[src/rtl/memory_arbiter_pkg.sv]
// Shared constants, state encoding and helpers for the three-port memory arbiter.
package memory_arbiter_pkg;

  localparam int NUM_PORTS  = 3;
  localparam int PORT_FETCH = 0;
  localparam int PORT_DATA  = 1;
  localparam int PORT_DMA   = 2;

  localparam int ADDR_W = 30;
  localparam int DATA_W = 32;
  localparam int STRB_W = DATA_W / 8;

  typedef enum logic {
    IDLE = 1'b0,
    BUSY = 1'b1
  } state_t;

  // True when the word address falls inside the window of 2**log2 words at base.
  function automatic logic in_window(input logic [ADDR_W-1:0] address,
                                     input logic [31:0]       base,
                                     input int                log2);
    logic [31:0] byte_addr;
    byte_addr = {address, 2'b00};
    return (byte_addr >> (log2 + 2)) == (base >> (log2 + 2));
  endfunction

  // Index of a one-hot port vector; an empty vector maps to the fetch port.
  function automatic logic [1:0] onehot_to_idx(input logic [NUM_PORTS-1:0] oh);
    logic [1:0] idx;
    idx = 2'(PORT_FETCH);
    case (oh)
      3'(1 << PORT_DATA): idx = 2'(PORT_DATA);
      3'(1 << PORT_DMA):  idx = 2'(PORT_DMA);
      default:            idx = 2'(PORT_FETCH);
    endcase
    return idx;
  endfunction

  // Round-robin successor: the port after idx, wrapping modulo NUM_PORTS.
  function automatic logic [1:0] next_ptr(input logic [1:0] idx);
    return (idx == 2'(PORT_DMA)) ? 2'(PORT_FETCH) : idx + 2'd1;
  endfunction

endpackage

[src/rtl/memory_arbiter_rr_picker.sv]
// Combinational round-robin picker: first eligible port at or after ptr.
module rr_picker
  import memory_arbiter_pkg::*;
(
  input  logic [NUM_PORTS-1:0] eligible,
  input  logic [1:0]           ptr,
  output logic [NUM_PORTS-1:0] grant,
  output logic                 valid
);

  logic [2*NUM_PORTS-1:0] doubled;
  logic [2*NUM_PORTS-1:0] spread;
  logic [NUM_PORTS-1:0]   rotated;
  logic [NUM_PORTS-1:0]   first;

  // Rotate so ptr sits at bit 0, keep the lowest set bit, rotate back.
  always_comb begin
    doubled = {eligible, eligible};
    rotated = 3'(doubled >> ptr);
    first   = rotated & (~rotated + 3'd1);
    spread  = {3'b000, first} << ptr;
    grant   = spread[NUM_PORTS-1:0] | spread[2*NUM_PORTS-1:NUM_PORTS];
    valid   = |eligible;
  end

endmodule

[src/rtl/memory_arbiter.sv]
// Round-robin arbiter sharing one single-ported word memory between three bus masters.
module memory_arbiter
  import memory_arbiter_pkg::*;
#(
  parameter logic [31:0] MEM_BASE       = 32'h0000_0000,
  parameter int          MEM_WORDS_LOG2 = 10
) (
  input  logic                           clock,
  input  logic                           reset,
  input  logic [NUM_PORTS-1:0]           req,
  input  logic [NUM_PORTS-1:0]           we,
  input  logic [NUM_PORTS*ADDR_W-1:0]    address,
  input  logic [NUM_PORTS*DATA_W-1:0]    wdata,
  input  logic [NUM_PORTS*STRB_W-1:0]    strobes,
  output logic [NUM_PORTS-1:0]           ack,
  output logic                           err,
  output logic [DATA_W-1:0]              rdata,
  output logic                           mem_cs,
  output logic                           mem_read,
  output logic                           mem_write,
  output logic [ADDR_W-1:0]              mem_address,
  output logic [DATA_W-1:0]              mem_data_in,
  output logic [STRB_W-1:0]              mem_data_strobes,
  input  logic [DATA_W-1:0]              mem_data_out
);

  state_t               state;
  logic [1:0]           ptr;
  logic [NUM_PORTS-1:0] port_p0;

  // Registered copy of the access currently presented to the memory.
  logic                 cs_p0;
  logic                 read_p0;
  logic                 write_p0;
  logic [ADDR_W-1:0]    addr_p0;
  logic [DATA_W-1:0]    wdata_p0;
  logic [STRB_W-1:0]    strb_p0;

  logic                 completing;
  logic [NUM_PORTS-1:0] done_mask;
  logic [NUM_PORTS-1:0] eligible;
  logic [NUM_PORTS-1:0] grant;
  logic                 grant_vld;

  logic                 sel_we;
  logic [ADDR_W-1:0]    sel_addr;
  logic [DATA_W-1:0]    sel_wdata;
  logic [STRB_W-1:0]    sel_strb;
  logic                 sel_inwin;

  // Every BUSY cycle ends with a completion; the finishing port sits out this round.
  always_comb begin
    completing = (state == BUSY);
    done_mask  = completing ? port_p0 : '0;
    eligible   = req & ~done_mask;
  end

  rr_picker u_picker (
    .eligible (eligible),
    .ptr      (ptr),
    .grant    (grant),
    .valid    (grant_vld)
  );

  // Select the winning port's request fields.
  always_comb begin
    sel_we    = 1'b0;
    sel_addr  = '0;
    sel_wdata = '0;
    sel_strb  = '0;
    for (int i = 0; i < NUM_PORTS; i++) begin
      if (grant[i]) begin
        sel_we    = we[i];
        sel_addr  = address[i*ADDR_W +: ADDR_W];
        sel_wdata = wdata[i*DATA_W +: DATA_W];
        sel_strb  = strobes[i*STRB_W +: STRB_W];
      end
    end
    sel_inwin = in_window(sel_addr, MEM_BASE, MEM_WORDS_LOG2);
  end

  // Arbitration FSM: complete the current access, then grant the next winner.
  always_ff @(posedge clock) begin
    if (reset) begin
      state    <= IDLE;
      ptr      <= 2'(PORT_FETCH);
      port_p0  <= '0;
      ack      <= '0;
      err      <= 1'b0;
      rdata    <= '0;
      cs_p0    <= 1'b0;
      read_p0  <= 1'b0;
      write_p0 <= 1'b0;
      addr_p0  <= '0;
      wdata_p0 <= '0;
      strb_p0  <= '0;
    end else begin
      // ---- completion stage: response for the access that was on the bus ----
      ack   <= done_mask;
      err   <= completing & ~cs_p0;
      rdata <= (completing & read_p0) ? mem_data_out : '0;

      // ---- grant stage: latch the next access, or leave the bus quiet ----
      if (grant_vld) begin
        state    <= BUSY;
        ptr      <= next_ptr(onehot_to_idx(grant));
        port_p0  <= grant;
        cs_p0    <= sel_inwin;
        read_p0  <= sel_inwin & ~sel_we;
        write_p0 <= sel_inwin & sel_we;
        addr_p0  <= sel_addr;
        wdata_p0 <= sel_wdata;
        strb_p0  <= sel_strb;
      end else begin
        state    <= IDLE;
        port_p0  <= '0;
        cs_p0    <= 1'b0;
        read_p0  <= 1'b0;
        write_p0 <= 1'b0;
        addr_p0  <= '0;
        wdata_p0 <= '0;
        strb_p0  <= '0;
      end
    end
  end

  // Reset also gates the bus directly so an abandoned write never reaches the
  // memory at the falling edge of the cycle in which reset is raised.
  assign mem_cs           = cs_p0 & ~reset;
  assign mem_read         = read_p0 & ~reset;
  assign mem_write        = write_p0 & ~reset;
  assign mem_address      = reset ? '0 : addr_p0;
  assign mem_data_in      = reset ? '0 : wdata_p0;
  assign mem_data_strobes = reset ? '0 : strb_p0;

endmodule

[config.mk]
export PLATFORM = sky130hd
export DESIGN_NAME = memory_arbiter
export DESIGN_NICKNAME = d
export VERILOG_FILES = /design/src/rtl/memory_arbiter_pkg.sv /design/src/rtl/memory_arbiter_rr_picker.sv /design/src/rtl/memory_arbiter.sv
export SDC_FILE = /design/constraint.sdc
export NUM_CORES = 1
export LEC_CHECK = 0
export BUFFER_PORTS_ARGS = -buffer_cell sky130_fd_sc_hd__buf_2
export CORE_AREA = 2 2 131 133
export CTS_CLUSTER_DIAMETER = 200
export DETAILED_ROUTE_END_ITERATION = 8
export DIE_AREA = 0 0 133 135
export PLACE_DENSITY = 0.72
export SLEW_MARGIN = 20
export SYNTH_ARGS = -nofsm -noshare
export SYNTH_HDL_FRONTEND = slang
export SYNTH_SLANG_ARGS = --single-unit
[constraint.sdc]
create_clock -name clock -period 2 [get_ports clock]
set_clock_uncertainty 0.1 [all_clocks]
set_input_delay 0.5 -clock clock [delete_from_list [all_inputs] [get_ports clock]]
set_output_delay 0.5 -clock clock [all_outputs]
set_load 0.1 [all_outputs]
-- Word-level counts from Yosys, hierarchy flattened
Index checks and enable logic that the tools add are counted.
W data, S select, Z words.
- add/subtract/negate cells: 2
- $mul: 0
- divide/modulo/power cells: 0
- order comparisons: 0
- equality and inequality tests: 3
- shift operators: 2
- mux-type cells: 21
- bitwise operators: 17
- reduce and logical (&&, ||, !) cells: 4
- operators with widths (kind ; count):
    $mux W32 ; 4
    $mux W30 ; 4
    $logic_not A32 Y1 ; 1
    $mux W4 ; 4
    $and A1 B1 Y1 ; 7
    $and A3 B3 Y3 ; 2
    $mux W2 ; 3
    $not A3 Y3 ; 2
    $shl A3 B2 Y6 ; 1
    $shr A6 B2 Y3 ; 1
    $not A1 Y1 ; 5
    $mux W1 ; 4
    $pmux W2 S2 ; 1
    $reduce_or A2 Y1 ; 2
    $add A3 B1 Y3 const B ; 1
    $eq A3 B2 Y1 const B ; 1
    $eq A3 B3 Y1 const B ; 1
    $mux W3 ; 1
    $or A3 B3 Y3 ; 1
    $reduce_or A3 Y1 ; 1
    $add A2 B1 Y2 const B ; 1
    $eq A2 B2 Y1 const B ; 1
- register bits: 111
- latch bits: 0
- memory bits (writable): 0
- memory bits (read-only): 0
- bits of input ports: 238
- output and inout port bits: 105
- memories: 0

-- Logic depth before layout (Yosys ltp)
Gate-level depths: netlist of run 1.
- depth after elaboration: 15
- mapped depth: 8
- depth with buffers taken out: 7

-- Hierarchy
From an unflattened synthesis of run 1, not the netlist that was laid out.
- cells, all modules: 520
- area total of the unflattened synthesis: 4709.5 µm²
- modules (own cells, without submodules) (module ; times used ; cells each ; area each (µm²) ; seq. area each (µm²)):
    memory_arbiter ; 1 ; 508 ; 4634.4 ; 2222.1
    rr_picker ; 1 ; 12 ; 75.1 ; 0.0

-- Least setup slack after synthesis of run 1
OpenSTA, ideal clock, no wires.
- kind: in2out
- from: input port reset
- to: output port mem_address[10]
- arrival time: 2.236 ns
- required time: 1.400 ns
- setup slack: -0.836 ns
- stages on the path: 3
- cells stage by stage: clkbuf_1 > clkbuf_1 > nor2b_1
- word-level cells in the longest chain between the ends: 1
- RTL lines (what ; RTL line ; RTL):
    from (decl) ; memory_arbiter.sv:9 ; input logic reset,
    $mux W30 ; memory_arbiter.sv:132 ; assign mem_address = reset ? '0 : addr_p0;
    to (decl) ; memory_arbiter.sv:21 ; output logic [ADDR_W-1:0] mem_address,
No other way between the ends.

-- Worst setup path in the final report of run 1
- from: register state, in the netlist completing
- to: register read_p0
- word-level cells in the longest chain between the ends: 14
- RTL lines (what ; RTL line ; RTL):
    from (decl) ; memory_arbiter.sv:27 ; state_t state;
    from (signal assigned) ; memory_arbiter.sv:85 ; state <= IDLE;
    from (signal assigned) ; memory_arbiter.sv:105 ; state <= BUSY;
    from (signal assigned) ; memory_arbiter.sv:115 ; state <= IDLE;
    $mux W3 * ; memory_arbiter.sv:54 ; done_mask = completing ? port_p0 : '0;
    $not A3 Y3 * ; memory_arbiter.sv:55 ; eligible = req & ~done_mask;
    $and A3 B3 Y3 * ; memory_arbiter.sv:55 ;
    $shr A6 B2 Y3 ; memory_arbiter_rr_picker.sv:19 ; rotated = 3'(doubled >> ptr);
    $not A3 Y3 ; memory_arbiter_rr_picker.sv:20 ; first = rotated & (~rotated + 3'd1);
    $add A3 B1 Y3 ; memory_arbiter_rr_picker.sv:20 ;
    $and A3 B3 Y3 ; memory_arbiter_rr_picker.sv:20 ;
    $shl A3 B2 Y6 ; memory_arbiter_rr_picker.sv:21 ; spread = {3'b000, first} << ptr;
    $or A3 B3 Y3 ; memory_arbiter_rr_picker.sv:22 ; grant = spread[NUM_PORTS-1:0] | spread[2*NUM_PORTS-1:NUM_PORTS];
    $mux W30 / $mux W1 (equally long branches) (3 in series) ; memory_arbiter.sv:72 ; if (grant[i]) begin
    $logic_not A32 Y1 / $not A1 Y1 (equally long branches) ; memory_arbiter_pkg.sv:24, memory_arbiter.sv:109 ;
    $and A1 B1 Y1 ; memory_arbiter.sv:109 ; read_p0 <= sel_inwin & ~sel_we;
    to (signal assigned) ; memory_arbiter.sv:109 ;
    to (decl) ; memory_arbiter.sv:33 ; logic read_p0;
Mark *: on every way between the ends. The rest lies on a longest branch, timed or not.
A chain may end at the register's enable or synchronous reset.

==> metrics.md, run 1 <==
| Metric | Value |
|---|---|
| Status | `finished with violations` |
| Failing checks | `design-rule violations, negative setup slack` |
| Final #Nets | `1,048` |
| Worst path top cell family by delay | `simple AND/OR/NAND/NOR gates` |
| Synthesized netlist net count | `687` |
| First drt pass iteration count | `9` |
| Maximum number of pins on one net before global-route repair | `41` |
| Cell at the slowest stage of the critical path | `a222oi_1` |
| Tot GR Track Use | `0.185` |
| Final Hold Fails | `0` |
| Yosys warning total | `0` |
| Layout Cells excl Fill | `1,037` |
| Count of boundary I/O pins | `343` |
| Total setup violations reported at the end of the flow | `30` |
| Endpoint required time on the critical path | `2.20 ns` |
| Worst-case clock buffer depth | `2` |
| Die Footprint | `18,000 um^2` |
| Instance count of the mapped netlist | `449` |
| Clock buffers created by TritonCTS | `9` |
| Fraction of final layout cells sized beyond drive strength 1 | `0.612` |
| Highest fanout seen on the critical path | `19` |
| Highest clock frequency the design can meet | `451 MHz` |
| DIE HEIGHT | `135 um` |
| Worst skew pair latency | `0.35 ns` |
| Final critical-path share of the clock period | `1.11` |
| Register area share after synthesis | `0.511` |
| Die width | `133 um` |
| Count of vias placed by the detailed router | `4,984` |
| Vias in the first global route | `4,847` |
| Number of maximum-capacitance constraint violations | `0` |
| Number of remaining DRC errors | `12` |
| Gr ovfl total | `0` |
| Number of antenna violations at the first check in global routing | `2` |
| Critical Path, Cell by Cell | `a21bo_2, nor2_4, a211oi_4, buf_12, a222oi_1, nand4_1, nor3_2, and3_1` |
| VDD IR max | `0.443 mV` |
| Most common library cell in the layout ignoring fill and taps | `buf_2` |
| Setup repair after global routing missed its margin | `true` |
| Worst Max-Slew Pin Slew | `0.491 ns` |
| Starting DRC count in detailed routing | `491` |
| Maximum level of the CTS H-tree | `3` |
| Core Region | `16,400 um^2` |
| Final Wtd Congestion | `0.905` |
| Total standard cell area after synthesis | `4350 um^2` |
| Most frequent cells in the layout | `272 x buf_2, 110 x dfxtp_1, 81 x buf_12` |
| Area of all placed cells without fillers | `8560 um^2` |
| Number of sinks on the clock net | `111` |
| Average detailed-routed wire length per instance | `16.7 um` |
| Worst slew margin relative to its limit | `0.675` |
| Aggregate routed wire length | `17,300 um` |
| Arrival time of data at the critical path endpoint | `2.42 ns` |
| Post-route total power | `6.23 mW` |
| Number of distinct library cells after synthesis | `33` |
| Layout area overhead | `96.7%` |
| Time the final worst path needs with I/O delays and setup | `2.22 ns` |
| Number of synthesized register bits | `111` |
| Delay contributed by the slowest stage of the critical path | `0.44 ns` |
| Starting utilization of the core area | `0.265` |
| Kind of start point of the critical path | `flop` |
| Cell count after placement | `1,012` |
| Final Max Slew Viols | `0` |
| CP Capture Type | `flop` |
| Number of I/O port buffers | `342` |
| Average size of a mapped cell | `9.69 um^2` |
| HPWL after DPL | `13,600 um` |
| Clock transition time at the flip-flop clock pins of the worst setup and hold paths | `0.08 ns` |
| Power density relative to cell area | `727 nW/um^2` |
| Final antenna-violating net count | `0` |
| Lkg Pwr | `3.92 nW` |
| Root buffer cell | `clkbuf_16` |
| Vias per inst | `4.81` |
| First-pass GRT wire length | `25,700 um` |
| Category of the critical setup timing path | `reg2reg` |
| Cell area after placement | `8190 um^2` |
| TritonCTS clock tree | `yes` |
| Worst setup slack after layout | `-0.216 ns` |
| Count of standard-cell rows | `47` |
| Setup TNS | `-1.17 ns` |
| Filler instances | `1,422` |
| Class of the tightest hold or removal check | `in2reg` |
| Crit path buffers/inverters | `1` |
-- cells by family after synthesis --
kind of cell             synth area share
AO/OA/AOI/OAI                       0.185
buffers and inverters              0.0474
AND/OR/NAND/NOR                     0.252
flip-flops                          0.511
adder cells (fa/ha/maj)           0.00230
XOR/XNOR                          0.00201
-- through the flow --
step | hold slack, ns | utilization | worst slack (ns)
5_1_grt | 0.270 | 0.522 | -0.310
4_1_cts | 0.265 | 0.519 | -0.181
3_3_place_gp | 0.360 | 0.499 | -0.449
6_report | 0.279 | 0.522 | -0.216
3_5_place_dp | 0.366 | 0.499 | -0.538
2_1_floorplan | 0.297 | - | -0.339
-- metal layers --
metal | GRT usage | up-vias | part of all wire
met3 | 0.0533 | 35 | 0.091
met5 | 0 | - | 0
met4 | 0.0848 | 0 | 0.033
met1 | 0.212 | 2299 | 0.38
li1 | - | 2365 | -
met2 | 0.321 | 285 | 0.50
-- path summary, 6_finish.rpt --
kind	from	endpoint	cells after the start	slack, ns
worst max register to register	completing	read_p0	8	-0.22
worst min register to register	port_p0[2]	ack[2]	2	0.38
worst min-delay path	wdata[67]	wdata_p0[3]	3	0.28
worst max-delay path	completing	read_p0	8	-0.22
-- what timing repair did --
item	4_1_cts	5_1_grt
cloned	0	0
pin swaps	2	9
setup buffers	3	4
gates resized for setup	3	3
hold buffers	0	0
setup endpoints to repair	45	46
-- state kept, by name (all words and copies together) (netlist names) --
signal      flops
cs_p0           1
write_p0        1
ack             3
addr_p0        30
rdata          32
completing      1
read_p0         1
strb_p0         4
port_p0         3
wdata_p0       32
err             1
ptr             2
-- cells in the mapped netlist, drive strengths merged --
| library cell | instances | share of area |
|---|---|---|
| a21bo | 2 | 0.0046 |
| buf | 20 | 0.024 |
| a222oi | 56 | 0.13 |
| clkbuf | 23 | 0.020 |
| dfxtp | 111 | 0.51 |
| nor3b | 1 | 0.0017 |
| a211oi | 2 | 0.0057 |
| nand4 | 5 | 0.0072 |
| o21ai | 6 | 0.0069 |
| and2 | 12 | 0.017 |
| nor3 | 2 | 0.0034 |
| a221oi | 13 | 0.028 |
| o21bai | 1 | 0.0017 |
| xnor2 | 1 | 0.0020 |
| nor2b | 72 | 0.10 |
| inv | 4 | 0.0034 |
| maj3 | 1 | 0.0023 |
| a32oi | 1 | 0.0020 |
| o221ai | 1 | 0.0034 |
| and3b | 1 | 0.0020 |
| nand2b | 2 | 0.0029 |
| nand2 | 4 | 0.0034 |
| a21boi | 2 | 0.0043 |
| and3 | 33 | 0.047 |
| nor2 | 73 | 0.064 |
-- worst min-delay path, stage by stage --
cell	delay (ns)
buf_2	0.07
a222oi_1	0.05
nor2_1	0.07
-- layout make-up --
cell class	count	area (um^2)	area share
Timing Repair Buffer	393	3290	0.384
Clock buffer	10	239	0.0279
Tap cell	220	275	0.0322
Antenna cell	2	5.00	0.000585
Inverter	4	15.0	0.00175
Clock inverter	6	52.6	0.00614
Sequential cell	111	2230	0.260
Multi-Input combinational cell	291	2460	0.287
-- power breakdown --
group	switching, mW	internal [mW]
Sequential	0.0442	2.34
Clock	0.864	0.898
Combinational	1.16	0.919
Total	2.07	4.16
(Power assumes the default switching activity.)
==> inputs of run 2 (changes only) <==
--- a/config.mk
+++ b/config.mk
@@ -6,11 +6,14 @@
 export NUM_CORES = 1
 export LEC_CHECK = 0
 export BUFFER_PORTS_ARGS = -buffer_cell sky130_fd_sc_hd__buf_2
-export CORE_AREA = 2 2 131 133
+export CELL_PAD_IN_SITES_DETAIL_PLACEMENT = 1
+export CELL_PAD_IN_SITES_GLOBAL_PLACEMENT = 1
+export CORE_ASPECT_RATIO = 0.75
+export CORE_MARGIN = 2
+export CORE_UTILIZATION = 24
 export CTS_CLUSTER_DIAMETER = 200
 export DETAILED_ROUTE_END_ITERATION = 8
-export DIE_AREA = 0 0 133 135
-export PLACE_DENSITY = 0.72
+export PLACE_DENSITY = 0.87
 export SLEW_MARGIN = 20
 export SYNTH_ARGS = -nofsm -noshare
 export SYNTH_HDL_FRONTEND = slang
==> run 2 against run 1 <==
The run ends with negative setup slack left. Cell area is 5.2% higher. Global-route usage is 2.7 points higher. Count of clock-buffer cells in the layout is 1 lower.
==> metrics.md, run 2 (synthesis gave the netlist of run 1 again) <==
| Metric | Value |
|---|---|
| Power density relative to cell area | `707 nW/um^2` |
| Worst setup slack after layout | `-0.329 ns` |
| Final Hold Fails | `0` |
| Number of I/O port buffers | `342` |
| Count of vias placed by the detailed router | `5,272` |
| Kind of start point of the critical path | `flop` |
| Final #Nets | `1,068` |
| VDD IR max | `0.395 mV` |
| Aggregate routed wire length | `21,000 um` |
| Starting DRC count in detailed routing | `488` |
| Maximum number of pins on one net before global-route repair | `38` |
| Leading registers by flop count | `rdata: 32 flops, wdata_p0: 32 flops, addr_p0: 30 flops` |
| Most frequent cells in the layout | `272 x buf_2, 110 x dfxtp_1, 88 x buf_12` |
| Vias per inst | `4.89` |
| Setup TNS | `-4.14 ns` |
| First drt pass iteration count | `9` |
| Die width | `159 um` |
| Cell count after placement | `1,045` |
| Layout area overhead | `107%` |
| Average detailed-routed wire length per instance | `19.4 um` |
| Number of antenna violations at the first check in global routing | `4` |
| Class of the tightest hold or removal check | `in2reg` |
| Most common library cell in the layout ignoring fill and taps | `buf_2` |
| Highest clock frequency the design can meet | `429 MHz` |
| Worst Max-Slew Pin Slew | `0.498 ns` |
| Slack of the worst reg-to-reg path | `-0.33 ns` |
| CP Capture Type | `flop` |
| Setup repair after global routing missed its margin | `true` |
| Number of maximum-capacitance constraint violations | `0` |
| DIE HEIGHT | `121 um` |
| Root buffer cell | `clkbuf_16` |
| Die Footprint | `19,200 um^2` |
| Maximum level of the CTS H-tree | `3` |
| Vias in the first global route | `5,709` |
| Core Region | `17,700 um^2` |
| Final antenna-violating net count | `0` |
| Arrival time of data at the critical path endpoint | `2.52 ns` |
| Failing checks | `negative setup slack` |
| Worst skew pair latency | `0.35 ns` |
| Number of sinks on the clock net | `111` |
| Time the final worst path needs with I/O delays and setup | `2.33 ns` |
| DP Worst Slack | `-0.602 ns` |
| Final critical-path share of the clock period | `1.16` |
| Layout Cells excl Fill | `1,079` |
| Starting utilization of the core area | `0.246` |
| Total setup violations reported at the end of the flow | `53` |
| Worst slew margin relative to its limit | `0.670` |
| Fraction of final layout cells sized beyond drive strength 1 | `0.633` |
| Tot GR Track Use | `0.212` |
| Number of remaining DRC errors | `0` |
| HPWL after DPL | `16,200 um` |
| First-pass GRT wire length | `31,500 um` |
| Final Max Slew Viols | `0` |
| Gr ovfl total | `0` |
| Clock buffers created by TritonCTS | `9` |
| Endpoint required time on the critical path | `2.19 ns` |
| Category of the critical setup timing path | `reg2reg` |
| Status | `finished with violations` |
| Final Wtd Congestion | `0.854` |
| Worst-case clock buffer depth | `2` |
| Clock transition time at the flip-flop clock pins of the worst setup and hold paths | `0.08 ns` |
| Lkg Pwr | `4.09 nW` |
| Count of boundary I/O pins | `343` |
| Post-route total power | `6.36 mW` |
| Highest fanout seen on the critical path | `6` |
| Count of standard-cell rows | `42` |
| TritonCTS clock tree | `yes` |
[run 2: final timing paths]
path	from	end	cells past startpoint
max	completing	read_p0	9
min	mem_data_out[25]	rdata[25]	2
max reg2reg	completing	read_p0	9
min reg2reg	port_p0[2]	ack[2]	2
[run 2: what timing repair did]
action / CTS / global route
gates resized for setup: 16 / 13
buffers inserted: 7 / 6
pin swaps: 14 / 6
cloned: 2 / 1
hold buffers: 0 / 0
setup endpoints to repair: 50 / 62
[run 2: area by class of cell]
class / count / area, um^2
clock buffer: 9 / 225
tap: 242 / 303
antenna: 3 / 7.51
sequential: 111 / 2230
clock inverter: 6 / 46.3
inverter: 4 / 15.0
multi-input combinational: 291 / 2580
timing repair buffer: 413 / 3600
fill: 1939 / 8700
[run 2: where the power goes]
group          internal (mW)  switching (mW)
combinational           1.03            1.24
clock                  0.849           0.851
sequential              2.34          0.0516
total                   4.22            2.15
[run 2: routing by layer]
metal	GRT usage	vias up	wire length, um
li1	-	2410	-
met2	0.391	267	11000
met5	0	-	13
met3	0.0607	34	1490
met4	0.0699	2	426
met1	0.234	2559	8040
[run 2: per-stage QoR]
stage          hold WS (ns)  utilization  instance area [um^2]
2_1_floorplan         0.297            -                  4900
3_3_place_gp          0.368        0.472                  8360
3_5_place_dp          0.370        0.472                  8360
4_1_cts               0.265        0.501                  8870
5_1_grt               0.267        0.508                  9000
6_report              0.288        0.508                  9000
[run 2: worst max-delay path, stage by stage (launching register included)]
cell and delay [ns]:
dfxtp_4 0.38, a21bo_4 0.23, o21ai_4 0.16, a211oi_4 0.08, buf_12 0.16, bufbuf_16 0.27, a221oi_4 0.27, nand4_1 0.20
nor3_2 0.22, and3_1 0.19
